File: src/rtl/rice_block_sequencer.sv
// Rice block sequencer: steps a packet decode through option-ID fetch, block load,
// per-sample counting (coded or zero blocks) and packet completion.
//
// Ports
//   clk1        rising-edge clock
//   reset       synchronous active-high reset
//   start/stop  begin packet decode (IDLE only) / abort decode (any busy state)
//   n, j        sample width, samples per block (latched on accepted start)
//   pkt_blocks  blocks per packet (latched on accepted start)
//   id_valid/id option-ID handshake; id_ready is the registered accept indicator
//   sym_valid   datapath finished a sample; out_ready downstream ready
//   kcfg, mode  split value and coding mode (0 split, 1 FS, 2 no-comp, 3 zero)
//   blk_load    one-cycle datapath load pulse
//   dec_en      datapath enable (echo of out_ready while running)
//   zero_valid  one strobe per zero-block sample
//   smp_cnt     sample index in block; blk_cnt block index in packet
//   blk_done, pkt_done, busy, err  status
// All outputs are registered.
module rice_block_sequencer (
  input  logic       clk1,
  input  logic       reset,
  input  logic       start,
  input  logic       stop,
  input  logic [5:0] n,
  input  logic [5:0] j,
  input  logic [9:0] pkt_blocks,
  input  logic       id_valid,
  input  logic [4:0] id,
  input  logic       sym_valid,
  input  logic       out_ready,
  output logic       id_ready,
  output logic [5:0] kcfg,
  output logic [1:0] mode,
  output logic       blk_load,
  output logic       dec_en,
  output logic       zero_valid,
  output logic [5:0] smp_cnt,
  output logic [9:0] blk_cnt,
  output logic       blk_done,
  output logic       pkt_done,
  output logic       busy,
  output logic       err
);

  localparam logic [2:0] StIdle   = 3'd0;
  localparam logic [2:0] StWaitId = 3'd1;
  localparam logic [2:0] StLoad   = 3'd2;
  localparam logic [2:0] StRun    = 3'd3;
  localparam logic [2:0] StZero   = 3'd4;
  localparam logic [2:0] StDone   = 3'd5;
  localparam logic [2:0] StErr    = 3'd6;

  logic [2:0] state_q, state_d;
  logic [5:0] n_q, n_d, j_q, j_d;
  logic [9:0] pb_q, pb_d;
  logic [5:0] kcfg_q, kcfg_d;
  logic [1:0] mode_q, mode_d;
  logic [5:0] smp_q, smp_d;
  logic [9:0] blk_q, blk_d;
  logic       id_ready_q, id_ready_d;
  logic       blk_load_q, blk_load_d;
  logic       dec_en_q, dec_en_d;
  logic       zero_valid_q, zero_valid_d;
  logic       blk_done_q, blk_done_d;
  logic       pkt_done_q, pkt_done_d;
  logic       busy_q, busy_d;
  logic       err_q, err_d;
  logic       count;

  always_comb begin
    state_d      = state_q;
    n_d          = n_q;
    j_d          = j_q;
    pb_d         = pb_q;
    kcfg_d       = kcfg_q;
    mode_d       = mode_q;
    smp_d        = smp_q;
    blk_d        = blk_q;
    dec_en_d     = 1'b0;
    zero_valid_d = 1'b0;
    blk_done_d   = 1'b0;
    count        = 1'b0;

    case (state_q)
      StIdle: begin
        if (start) begin
          n_d   = n;
          j_d   = j;
          pb_d  = pkt_blocks;
          smp_d = '0;
          blk_d = '0;
          if (n == 6'd0 || j == 6'd0) begin
            state_d = StErr;
          end else if (pkt_blocks == 10'd0) begin
            state_d = StDone;
          end else begin
            state_d = StWaitId;
          end
        end
      end
      StWaitId: begin
        if (id_valid) begin
          if (id == 5'd0) begin
            state_d = StZero;
            mode_d  = 2'd3;
            kcfg_d  = '0;
          end else if (id == 5'd1) begin
            state_d = StLoad;
            mode_d  = 2'd1;
            kcfg_d  = '0;
          end else if (id == 5'd31) begin
            // Uncompressed block: the datapath reads raw n-bit samples.
            state_d = StLoad;
            mode_d  = 2'd2;
            kcfg_d  = n_q;
          end else if ({1'b0, id} <= n_q) begin
            state_d = StLoad;
            mode_d  = 2'd0;
            kcfg_d  = {1'b0, id} - 6'd1;
          end else begin
            state_d = StErr;
          end
        end
      end
      StLoad: begin
        smp_d   = '0;
        state_d = StRun;
      end
      StRun: begin
        dec_en_d = out_ready;
        count    = sym_valid & out_ready;
      end
      StZero: begin
        zero_valid_d = out_ready;
        count        = out_ready;
      end
      StDone: begin
        smp_d   = '0;
        blk_d   = '0;
        state_d = StIdle;
      end
      StErr: begin
        state_d = StErr;
      end
      default: begin
        state_d = StIdle;
      end
    endcase

    if (count) begin
      if (smp_q == j_q - 6'd1) begin
        blk_done_d = 1'b1;
        smp_d      = '0;
        if (blk_q == pb_q - 10'd1) begin
          state_d = StDone;
        end else begin
          blk_d   = blk_q + 10'd1;
          state_d = StWaitId;
        end
      end else begin
        smp_d = smp_q + 6'd1;
      end
    end

    // Abort beats every other event; in IDLE a concurrent start wins instead.
    if (stop && state_q != StIdle) begin
      state_d      = StIdle;
      smp_d        = '0;
      blk_d        = '0;
      dec_en_d     = 1'b0;
      zero_valid_d = 1'b0;
      blk_done_d   = 1'b0;
    end

    id_ready_d = (state_d == StWaitId);
    blk_load_d = (state_d == StLoad);
    pkt_done_d = (state_d == StDone);
    busy_d     = (state_d != StIdle);
    err_d      = (state_d == StErr);
  end

  always_ff @(posedge clk1) begin
    if (reset) begin
      state_q      <= StIdle;
      n_q          <= '0;
      j_q          <= '0;
      pb_q         <= '0;
      kcfg_q       <= '0;
      mode_q       <= '0;
      smp_q        <= '0;
      blk_q        <= '0;
      id_ready_q   <= 1'b0;
      blk_load_q   <= 1'b0;
      dec_en_q     <= 1'b0;
      zero_valid_q <= 1'b0;
      blk_done_q   <= 1'b0;
      pkt_done_q   <= 1'b0;
      busy_q       <= 1'b0;
      err_q        <= 1'b0;
    end else begin
      state_q      <= state_d;
      n_q          <= n_d;
      j_q          <= j_d;
      pb_q         <= pb_d;
      kcfg_q       <= kcfg_d;
      mode_q       <= mode_d;
      smp_q        <= smp_d;
      blk_q        <= blk_d;
      id_ready_q   <= id_ready_d;
      blk_load_q   <= blk_load_d;
      dec_en_q     <= dec_en_d;
      zero_valid_q <= zero_valid_d;
      blk_done_q   <= blk_done_d;
      pkt_done_q   <= pkt_done_d;
      busy_q       <= busy_d;
      err_q        <= err_d;
    end
  end

  assign id_ready   = id_ready_q;
  assign kcfg       = kcfg_q;
  assign mode       = mode_q;
  assign blk_load   = blk_load_q;
  assign dec_en     = dec_en_q;
  assign zero_valid = zero_valid_q;
  assign smp_cnt    = smp_q;
  assign blk_cnt    = blk_q;
  assign blk_done   = blk_done_q;
  assign pkt_done   = pkt_done_q;
  assign busy       = busy_q;
  assign err        = err_q;

endmodule

File: config.mk
export PLATFORM = sky130hd
export DESIGN_NAME = rice_block_sequencer
export DESIGN_NICKNAME = d
export VERILOG_FILES = /design/src/rtl/rice_block_sequencer.sv
export SDC_FILE = /design/constraint.sdc
export NUM_CORES = 1
export LEC_CHECK = 0
export ABC_AREA = 1
export BUFFER_PORTS_ARGS = -buffer_cell sky130_fd_sc_hd__buf_2
export CORE_MARGIN = 3
export CORE_UTILIZATION = 45
export DETAILED_ROUTE_END_ITERATION = 16
export PLACE_DENSITY = 0.7
export RECOVER_POWER = 100
export SLEW_MARGIN = 0
export SYNTH_ARGS = -nofsm -noshare
export SYNTH_HDL_FRONTEND = slang
export SYNTH_SLANG_ARGS = --single-unit
File: constraint.sdc
create_clock -name clk1 -period 2.7 [get_ports clk1]
set_clock_uncertainty 0.15 [all_clocks]
set_input_delay 0 -clock clk1 [delete_from_list [all_inputs] [get_ports clk1]]
set_output_delay 0 -clock clk1 [all_outputs]
set_load 0.05 [all_outputs]
; ---- Yosys cells after proc, flatten, opt, wreduce, memory -nomap -nowiden
; Index checks and enable logic that the tools add are counted.
[classes]
n_mux = 32
addsub = 5
eq_ne = 15
div_mod_pow = 0
multipliers = 0
reduce_logical = 20
n_lt_le_gt_ge = 1
n_shift = 0
bitwise_logic = 4
[ops]
columns = operator, n
row1 = $mux W6, 7
row2 = $mux W10, 4
row3 = $mux W3, 12
row4 = $pmux W10 S2, 1
row5 = $eq A3 B3 Y1 const B, 5
row6 = $pmux W3 S5, 1
row7 = $logic_not A6 Y1, 2
row8 = $pmux W6 S2, 1
row9 = $add A10 B1 Y10 const B, 1
row10 = $eq A10 B10 Y1, 1
row11 = $logic_not A10 Y1, 1
row12 = $sub A10 B1 Y10 const B, 1
row13 = $eq A3 B2 Y1 const B, 3
row14 = $reduce_bool A3 Y1, 3
row15 = $reduce_or A3 Y1, 3
row16 = $mux W2, 4
row17 = $add A6 B1 Y6 const B, 1
row18 = $eq A3 B1 Y1 const B, 2
row19 = $eq A6 B6 Y1, 1
row20 = $le A5 B6 Y1, 1
row21 = $reduce_or A2 Y1, 3
row22 = $sub A5 B1 Y6 const B, 1
row23 = $sub A6 B1 Y6 const B, 1
row24 = $eq A5 B1 Y1 const B, 1
row25 = 13 further kinds, 16
[totals]
ram_bits = 0
ff_bits = 57
wordCells = 93
latchBits = 0
memories = 0
rom_bits = 0

; ---- Depth between registers and ports, before layout
; Gate-level depths: netlist of the first run.
[logic_depth]
ltp_word = 11
depth_mapped = 16

; ---- Worst setup path before layout of the first run
; No wires, ideal clock.
[synth_path]
path_kind = register to register
from = register blk_q[0], in the netlist blk_cnt[0]
to = register blk_q[9], in the netlist blk_cnt[9]
slack_ps = 614
t_arrival_ps = 1824
period_less_slack_ps = 2086
n_path_buf = 0
path_stages_with_launch = 9
path_cell_list = dfxtp_1 -> inv_1 -> nor3_2 -> nand3_1 -> nor3_1 -> nand3_1 -> xnor2_1 -> nor2_1 -> nor2_1
[synth_via]
elab_chain_len = 4
elab_cells_between_ends = 5
classes_between = 1 x add/sub / 1 x eq/ne / 3 x mux
[synth_rtl]
columns = item, line_no
row1 = from (decl), 59  ; logic [9:0] blk_q, blk_d;
row2 = from (signal assigned), 208  ; blk_q <= blk_d;
row3 = $add A10 B1 Y10 / $eq A10 B10 Y1 (equally long branches), "157, 154"
row4 = $mux W10 *, 154  ; if (blk_q == pb_q - 10'd1) begin
row5 = $mux W10 *, 151  ; if (smp_q == j_q - 6'd1) begin
row6 = $mux W10 *, 150  ; if (count) begin
; Every way passes the cells marked *; elsewhere a longest branch is shown, timed or not.
; A chain may end at the register's enable or synchronous reset.

; ---- Worst setup path after layout of the first run
[layout_path]
from = register state_q[0]
to = register pb_q[9]
[layout_via]
elab_chain_len = 2
[layout_rtl]
columns = item, line_no
row1 = from (decl), 53  ; logic [2:0] state_q, state_d;
row2 = from (signal assigned), 184  ; state_q <= StIdle;
row3 = from (signal assigned), 201  ; state_q <= state_d;
row4 = $logic_not A3 Y1, 84  ; case (state_q)
row5 = $reduce_and A2 Y1 (no line), -
row6 = to (signal assigned), 204  ; pb_q <= pb_d;
row7 = to (decl), 55  ; logic [9:0] pb_q, pb_d;
; No other way between the ends.

==> reports/results.md, run 1 <==
## Drt
- **DRT Pass-1 Iters** 5
- **DRC violations left** 0
- **post-detailed-route count of antenna-violating nets** 0
- **mean number of vias per cell** 5.050
- **initial drt markers** 202
- **total wirelength of the detailed-routed design** 9514 um
- **via count** 3,752
- **Avg WL per Cell** 12.80 um

## Worst hold path
- **start point of the worst hold path** start
- **Hold WC Path Type** input port to flip-flop

## Timing
- **Tmin final** 2388 ps
- **number of endpoints failing setup at the final stage** 0
- **final worst setup slack** 312.1 ps
- **total count of hold-check failures in the final report** 0
- **worst slew pin tran** 715.7 ps
- **Max-slew headroom** 52.23%
- **final hold slack** 86.04 ps
- **part of the cycle the worst path needs** 88.44%
- **Peak Freq** 418.8 MHz
- **number of pins with negative max-slew slack in the final report** 0
- **unrepaired setup endpoints after global routing** false
- **Final TNS setup** 0 ps

## Floorplan
- **Initial Util** 46.66%
- **Die Width** 93.19 um
- **cell row count** 31
- **y dimension of the die** 93.19 um
- **area enclosed by the die boundary** 8683 um2
- **standard cell core area** 7331 um2
- **top-level port count** 66

## Final layout
- **final cell count without fillers** 743
- **commonest non-fill, non-tap cells in the layout** 135 x sky130_fd_sc_hd__nand2_1, 81 x sky130_fd_sc_hd__nor2_1, 68 x sky130_fd_sc_hd__inv_1
- **synthesis-to-layout area growth** 29.08%
- **most frequent standard cell in the layout excluding fill and tap cells** sky130_fd_sc_hd__nand2_1
- **Antenna Diode Count** 0
- **fraction of final layout cells sized beyond drive strength 1** 9.938%
- **post-layout net count** 685

## Worst setup path
- **Crit-path slowest cell** sky130_fd_sc_hd__dlygate4sd3_1
- **category of the most critical setup path** flip-flop to flip-flop
- **CP peak stage delay** 550 ps
- **series of cell instances along the critical path** nor2_1 -> nand2_1 -> nor2_2 -> clkinvlp_4 -> buf_4 -> nor2_1 -> nor2_1 -> dlygate4sd3_1
- **critical path fanouts, max** 30
- **Critical Path Source** state_q[0]
- **endpoint kind of the worst setup timing path** flip-flop
- **Reg2Reg Launch Point** state_q[0]
- **kind of start point of the critical path** flip-flop
- **data required time at the worst endpoint** 2770 ps
- **Arrival @ worst endpoint** 2460 ps
- **cell repeated most along the worst path** sky130_fd_sc_hd__nor2_1

## Pwr
- **total net switching power** 856.8 uW
- **Flop pwr share** 34.1%
- **power density normalized to cell area** 625.9 nW/um2
- **maximum resistive drop on vdd** 0.3881 mV
- **Power Internal** 1907 uW
- **clock group share of total power** 40.6%
- **static leakage power** 0.002154 uW
- **proportion of total power due to net switching** 31.00%
- **total design power** 2764 uW
- **combinational share of power** 25.3%

## Synthesis
- **synth unique cells** 37
- **area leader, netlist** sky130_fd_sc_hd__dfxtp_1
- **share of the synthesized area in the top cell type** 33.36%
- **leading cell types by total area after synthesis** sky130_fd_sc_hd__dfxtp_1 33%, sky130_fd_sc_hd__nand2_1 14%, sky130_fd_sc_hd__nor2_1 8.8%
- **post-synthesis instance area** 3421 um2
- **number of storage elements in the synthesis netlist** 57
- **sequential share of the synthesized area** 33.36%
- **net count of the mapped netlist** 580
- **syn_area_per_cell** 6.406 um2
- **cell count after synthesis** 534
- **count of synthesis-stage warnings from yosys** 0

## Placed design
- **total placed cells including tap cells** 691
- **final weighted congestion in routability-driven placement** 0.9080
- **pre-CTS setup slack** 555.9 ps
- **number of port buffers** 65
- **half-perimeter wire length after detailed placement** 6727 um

## GRT
- **maximum number of pins on one net before global-route repair** 31
- **first-pass GRT wire length** 16,170 um
- **initial antenna violation count** 0
- **combined global-route utilization of all metal layers** 23.22%
- **aggregate global routing overflow** 0
- **vias in the first global route** 3,589

## Clocking
- **clock slew at reported path FFs** 70 ps
- **cell at the root of the clock tree** sky130_fd_sc_hd__clkbuf_8
- **later-pin clock latency in the skew report** 340 ps
- **TritonCTS clock tree** yes
- **clock buffers created by TritonCTS** 9
- **CTS Buffer Depth** 2
- **number of clock sinks seen by CTS** 57
- **H-tree levels** 3

## Flow run
- **Max Cap Viol** 0

## Status
- **run status** finished clean

-- worst max-delay path, delay by kind of cell (launching register included) --
kind / cells / cell delay (ps)
buffers and inverters: 3 / 980
flip-flops: 1 / 340
AND/OR/NAND/NOR: 5 / 790
-- kinds of logic after synthesis --
kind of cell / Yosys count / share of synthesized area, %
flops: 57 / 33.36
compound gates: 80 / 12.18
fa+ha+maj: 12 / 4.389
buf+inv: 81 / 9.436
simple gates: 283 / 35.22
mux: 1 / 0.2926
xor+xnor: 20 / 5.120
-- area by class of cell --
cell class              count  area, um2
repair buffers            103      658.1
well taps                  99      123.9
fillers                   701       2915
clock inverters             5      125.1
multi-input cells         396       1942
inverters                  72      274.0
clock buffers              11      151.4
flip-flops and latches     57       1141
-- registers in the layout (all words and copies together) (netlist names) --
register and cells:
pkt_done 1, smp_cnt 6, blk_done 1, kcfg 6, blk_load 1, blk_cnt 10
j_q 6, n_q 6, zero_valid 1, dec_en 1, id_ready 1, mode 2
pb_q 10, state_q 3, busy 1, err 1
-- path summary, 6_finish.rpt --
| check | endpoint | slack, ps | depth (start not counted) |
|---|---|---|---|
| setup / recovery | pb_q[9] | 310 | 8 |
| hold / removal | state_q[0] | 90 | 7 |
| setup reg to reg | pb_q[9] | 310 | 8 |
| hold reg to reg | mode[0] | 320 | 2 |
-- Yosys cell counts --
cell and count:
sky130_fd_sc_hd__o21ai_1 1, sky130_fd_sc_hd__nor3_1 5, sky130_fd_sc_hd__buf_6 1, sky130_fd_sc_hd__xnor2_1 4
sky130_fd_sc_hd__nor2_2 4, sky130_fd_sc_hd__o21ai_0 38, sky130_fd_sc_hd__nor4_2 1, sky130_fd_sc_hd__and3_1 1
sky130_fd_sc_hd__a21oi_1 35, sky130_fd_sc_hd__dfxtp_1 57, sky130_fd_sc_hd__nand4_1 4, sky130_fd_sc_hd__clkbuf_2 1
sky130_fd_sc_hd__xor2_1 16, sky130_fd_sc_hd__nand3_1 44, sky130_fd_sc_hd__or2_2 1, sky130_fd_sc_hd__inv_2 2
sky130_fd_sc_hd__o2111ai_1 1, sky130_fd_sc_hd__clkinv_1 1, sky130_fd_sc_hd__nor2_1 80, sky130_fd_sc_hd__clkbuf_8 1
sky130_fd_sc_hd__and2_1 2, sky130_fd_sc_hd__mux2i_1 1, sky130_fd_sc_hd__nand3b_1 1, sky130_fd_sc_hd__a31oi_1 1
sky130_fd_sc_hd__o21bai_1 1, sky130_fd_sc_hd__inv_1 69, sky130_fd_sc_hd__nand2_1 132, sky130_fd_sc_hd__o32ai_1 1
sky130_fd_sc_hd__nor3_2 1, sky130_fd_sc_hd__o31ai_1 1, sky130_fd_sc_hd__nor2_4 1, sky130_fd_sc_hd__nand4_2 1
sky130_fd_sc_hd__nand2_2 4, sky130_fd_sc_hd__o211ai_1 1, sky130_fd_sc_hd__ha_1 12, sky130_fd_sc_hd__clkbuf_1 6
sky130_fd_sc_hd__nand3_2 1
-- routing by layer --
metal	share of wire, %	up-vias	GRT usage, %
met2	48	107	38.75
met1	44	1706	29.28
met5	0	-	0
li1	-	1919	-
met3	5.6	20	5.390
met4	2.0	0	8.303
-- power groups by stage --
stage / sequential [uW] / combinational [uW] / clock [uW]
after floorplan: 1000 / 445 / 0
after global placement: 959 / 632 / 0
after detailed placement: 960 / 640 / 0
after CTS: 942 / 689 / 1140
after global routing: 950 / 797 / 1170
final: 943 / 698 / 1120
-- per-stage QoR --
stage / cell area (um2) / util (%)
global placement: 3832 / 52.28
finish: 4415 / 60.23
CTS: 4459 / 60.83
detailed placement: 3832 / 52.28
global route: 4415 / 60.23
floorplan: 3421 / -
-- what timing repair did --
item,CTS,global route
endpoints found under the setup margin,0,1
endpoints found under the hold margin,41,0
setup buffers,0,1
hold buffers,35,0
gates resized for setup,0,1
(Power assumes the default switching activity.)
==> inputs of run 2 (changes only) <==
CORE_ASPECT_RATIO = 0.9   (was default)
==> run 2 against run 1 <==
  * Design area down 2.4%
  * Die area is essentially flat
  * Setup slack improved by 11 ps
  * Wire length fell by 1.5%
  * Register-to-register slack about the same
  * Power decreased by 9.6%
  * Final cell count is 1.2% lower
  * Global-route usage down 0.31 points
  * Critical endpoint is now j_q[5]
  * Largest cell class unchanged
  * Largest power group is now registers
  * Highest routed layer unchanged
==> reports/results.md, run 2 (synthesis gave the netlist of run 1 again) <==
## Status
- **run status** finished clean

## Pwr
- **total design power** 2497 uW
- **maximum resistive drop on vdd** 0.3788 mV
- **Power Internal** 1640 uW
- **power density normalized to cell area** 579.2 nW/um2
- **Flop pwr share** 37.7%
- **total net switching power** 857.0 uW
- **proportion of total power due to net switching** 34.32%
- **clock group share of total power** 34.9%
- **static leakage power** 0.002103 uW
- **combinational share of power** 27.4%

## Final layout
- **fraction of final layout cells sized beyond drive strength 1** 9.516%
- **Antenna Diode Count** 0
- **synthesis-to-layout area growth** 26.04%
- **commonest non-fill, non-tap cells in the layout** 135 x sky130_fd_sc_hd__nand2_1, 81 x sky130_fd_sc_hd__nor2_1, 69 x sky130_fd_sc_hd__inv_1
- **Layout fillers** 712
- **most frequent standard cell in the layout excluding fill and tap cells** sky130_fd_sc_hd__nand2_1
- **post-layout net count** 682

## Timing
- **Tmin final** 2377 ps
- **Max-slew headroom** 50.03%
- **Final TNS setup** 0 ps
- **Peak Freq** 420.7 MHz
- **unrepaired setup endpoints after global routing** false
- **number of endpoints failing setup at the final stage** 0
- **worst slew pin tran** 749.6 ps
- **number of pins with negative max-slew slack in the final report** 0
- **total count of hold-check failures in the final report** 0
- **part of the cycle the worst path needs** 88.04%

## Drt
- **DRT Pass-1 Iters** 5
- **initial drt markers** 148
- **total wirelength of the detailed-routed design** 9367 um
- **via count** 3,661
- **post-detailed-route count of antenna-violating nets** 0
- **mean number of vias per cell** 4.988
- **Avg WL per Cell** 12.76 um
- **DRC violations left** 0

## Worst hold path
- **Hold WC Path Type** input port to flip-flop

## Worst setup path
- **CP peak stage delay** 540 ps
- **cell repeated most along the worst path** sky130_fd_sc_hd__nor2_1
- **data required time at the worst endpoint** 2800 ps
- **Crit-path slowest cell** sky130_fd_sc_hd__dlygate4sd3_1
- **series of cell instances along the critical path** nor2_1 -> nand2_1 -> nor2_1 -> inv_1 -> nor2_1 -> nor2_1 -> dlygate4sd3_1
- **critical path fanouts, max** 14
- **kind of start point of the critical path** flip-flop
- **category of the most critical setup path** flip-flop to flip-flop
- **Arrival @ worst endpoint** 2480 ps
- **endpoint kind of the worst setup timing path** flip-flop

## GRT
- **combined global-route utilization of all metal layers** 22.91%
- **vias in the first global route** 3,552
- **maximum number of pins on one net before global-route repair** 31
- **initial antenna violation count** 0
- **first-pass GRT wire length** 16,080 um
- **aggregate global routing overflow** 0

## Placed design
- **number of port buffers** 65
- **half-perimeter wire length after detailed placement** 6751 um
- **final weighted congestion in routability-driven placement** 0.9161

## Clocking
- **later-pin clock latency in the skew report** 360 ps
- **H-tree levels** 3
- **TritonCTS clock tree** yes
- **cell at the root of the clock tree** sky130_fd_sc_hd__clkbuf_8
- **number of clock sinks seen by CTS** 57
- **total of cells resized after clock tree synthesis** 0
- **clock buffers created by TritonCTS** 9
- **clock slew at reported path FFs** 80 ps
- **CTS Buffer Depth** 2

## Floorplan
- **top-level port count** 66
- **cell row count** 29
- **standard cell core area** 7221 um2
- **y dimension of the die** 88.72 um
- **Initial Util** 47.37%
- **area enclosed by the die boundary** 8686 um2
- **Die Width** 97.91 um

## Flow run
- **Max Cap Viol** 0

-- run 2: changes by cell type in the layout (fill, tap and decap cells not counted) --
cell                            before  now
sky130_fd_sc_hd__buf_4               3    1
sky130_fd_sc_hd__bufinv_16           4    1
sky130_fd_sc_hd__clkbuf_1           32   33
sky130_fd_sc_hd__clkbuf_8           11   12
sky130_fd_sc_hd__clkinvlp_4          1    2
sky130_fd_sc_hd__dlygate4sd3_1      35   33
sky130_fd_sc_hd__inv_1              68   69
-- run 2: power groups by stage --
stage               clock network, uW  logic [uW]  registers [uW]
floorplan                           0         445            1000
global placement                    0         631             959
detailed placement                  0         642             959
CTS                               887         683             941
global route                      921         778             950
finish                            872         683             943
-- run 2: routing by layer --
| metal | wire length, um | share of wire, % | track usage (%) |
|---|---|---|---|
| met1 | 4409 | 47 | 28.19 |
| met3 | 442 | 4.7 | 4.728 |
| met4 | 195 | 2.1 | 9.686 |
| met5 | 0 | 0 | 0 |
| met2 | 4320 | 46 | 39.43 |
-- run 2: worst max-delay path: cells and delay by family (launching register included) --
kind / cells / cell delay (ps)
AND/OR/NAND/NOR: 5 / 910
buffers and inverters: 2 / 860
flip-flops: 1 / 350
-- run 2: layout make-up --
type / count / area (um2) / share of cell area (%)
clock buffers: 12 / 165.2 / 3.831
clock inverters: 4 / 50.05 / 1.161
inverters: 72 / 270.3 / 6.268
multi-input cells: 396 / 1942 / 45.04
flip-flops and latches: 57 / 1141 / 26.47
well taps: 93 / 116.4 / 2.699
repair buffers: 100 / 626.9 / 14.54
-- run 2: worst paths after layout --
path,start,slack (ps),endpoint,cells past startpoint
worst min register to register,mode[0],320,mode[0],2
worst max-delay path,state_q[0],320,j_q[5],7
worst min-delay path,start,50,n_q[0],5
worst max register to register,state_q[0],320,j_q[5],7
-- run 2: per-stage QoR --
step	cells	utilization [%]	area (um2)	setup WS (ps)	hold slack (ps)
finish	734	59.71	4312	323.0	53.49
global route	734	59.71	4312	91.20	110.7
CTS	734	60.53	4370	477.4	3.591
detailed placement	685	52.97	3825	508.8	121.1
global placement	685	52.97	3825	544.2	114.2
floorplan	534	-	3421	613.8	-80.93
-- run 2: what timing repair did --
action,in CTS,in global routing
setup buffers,0,0
hold endpoints to repair,39,0
hold buffers,33,0
endpoints found under the setup margin,0,0
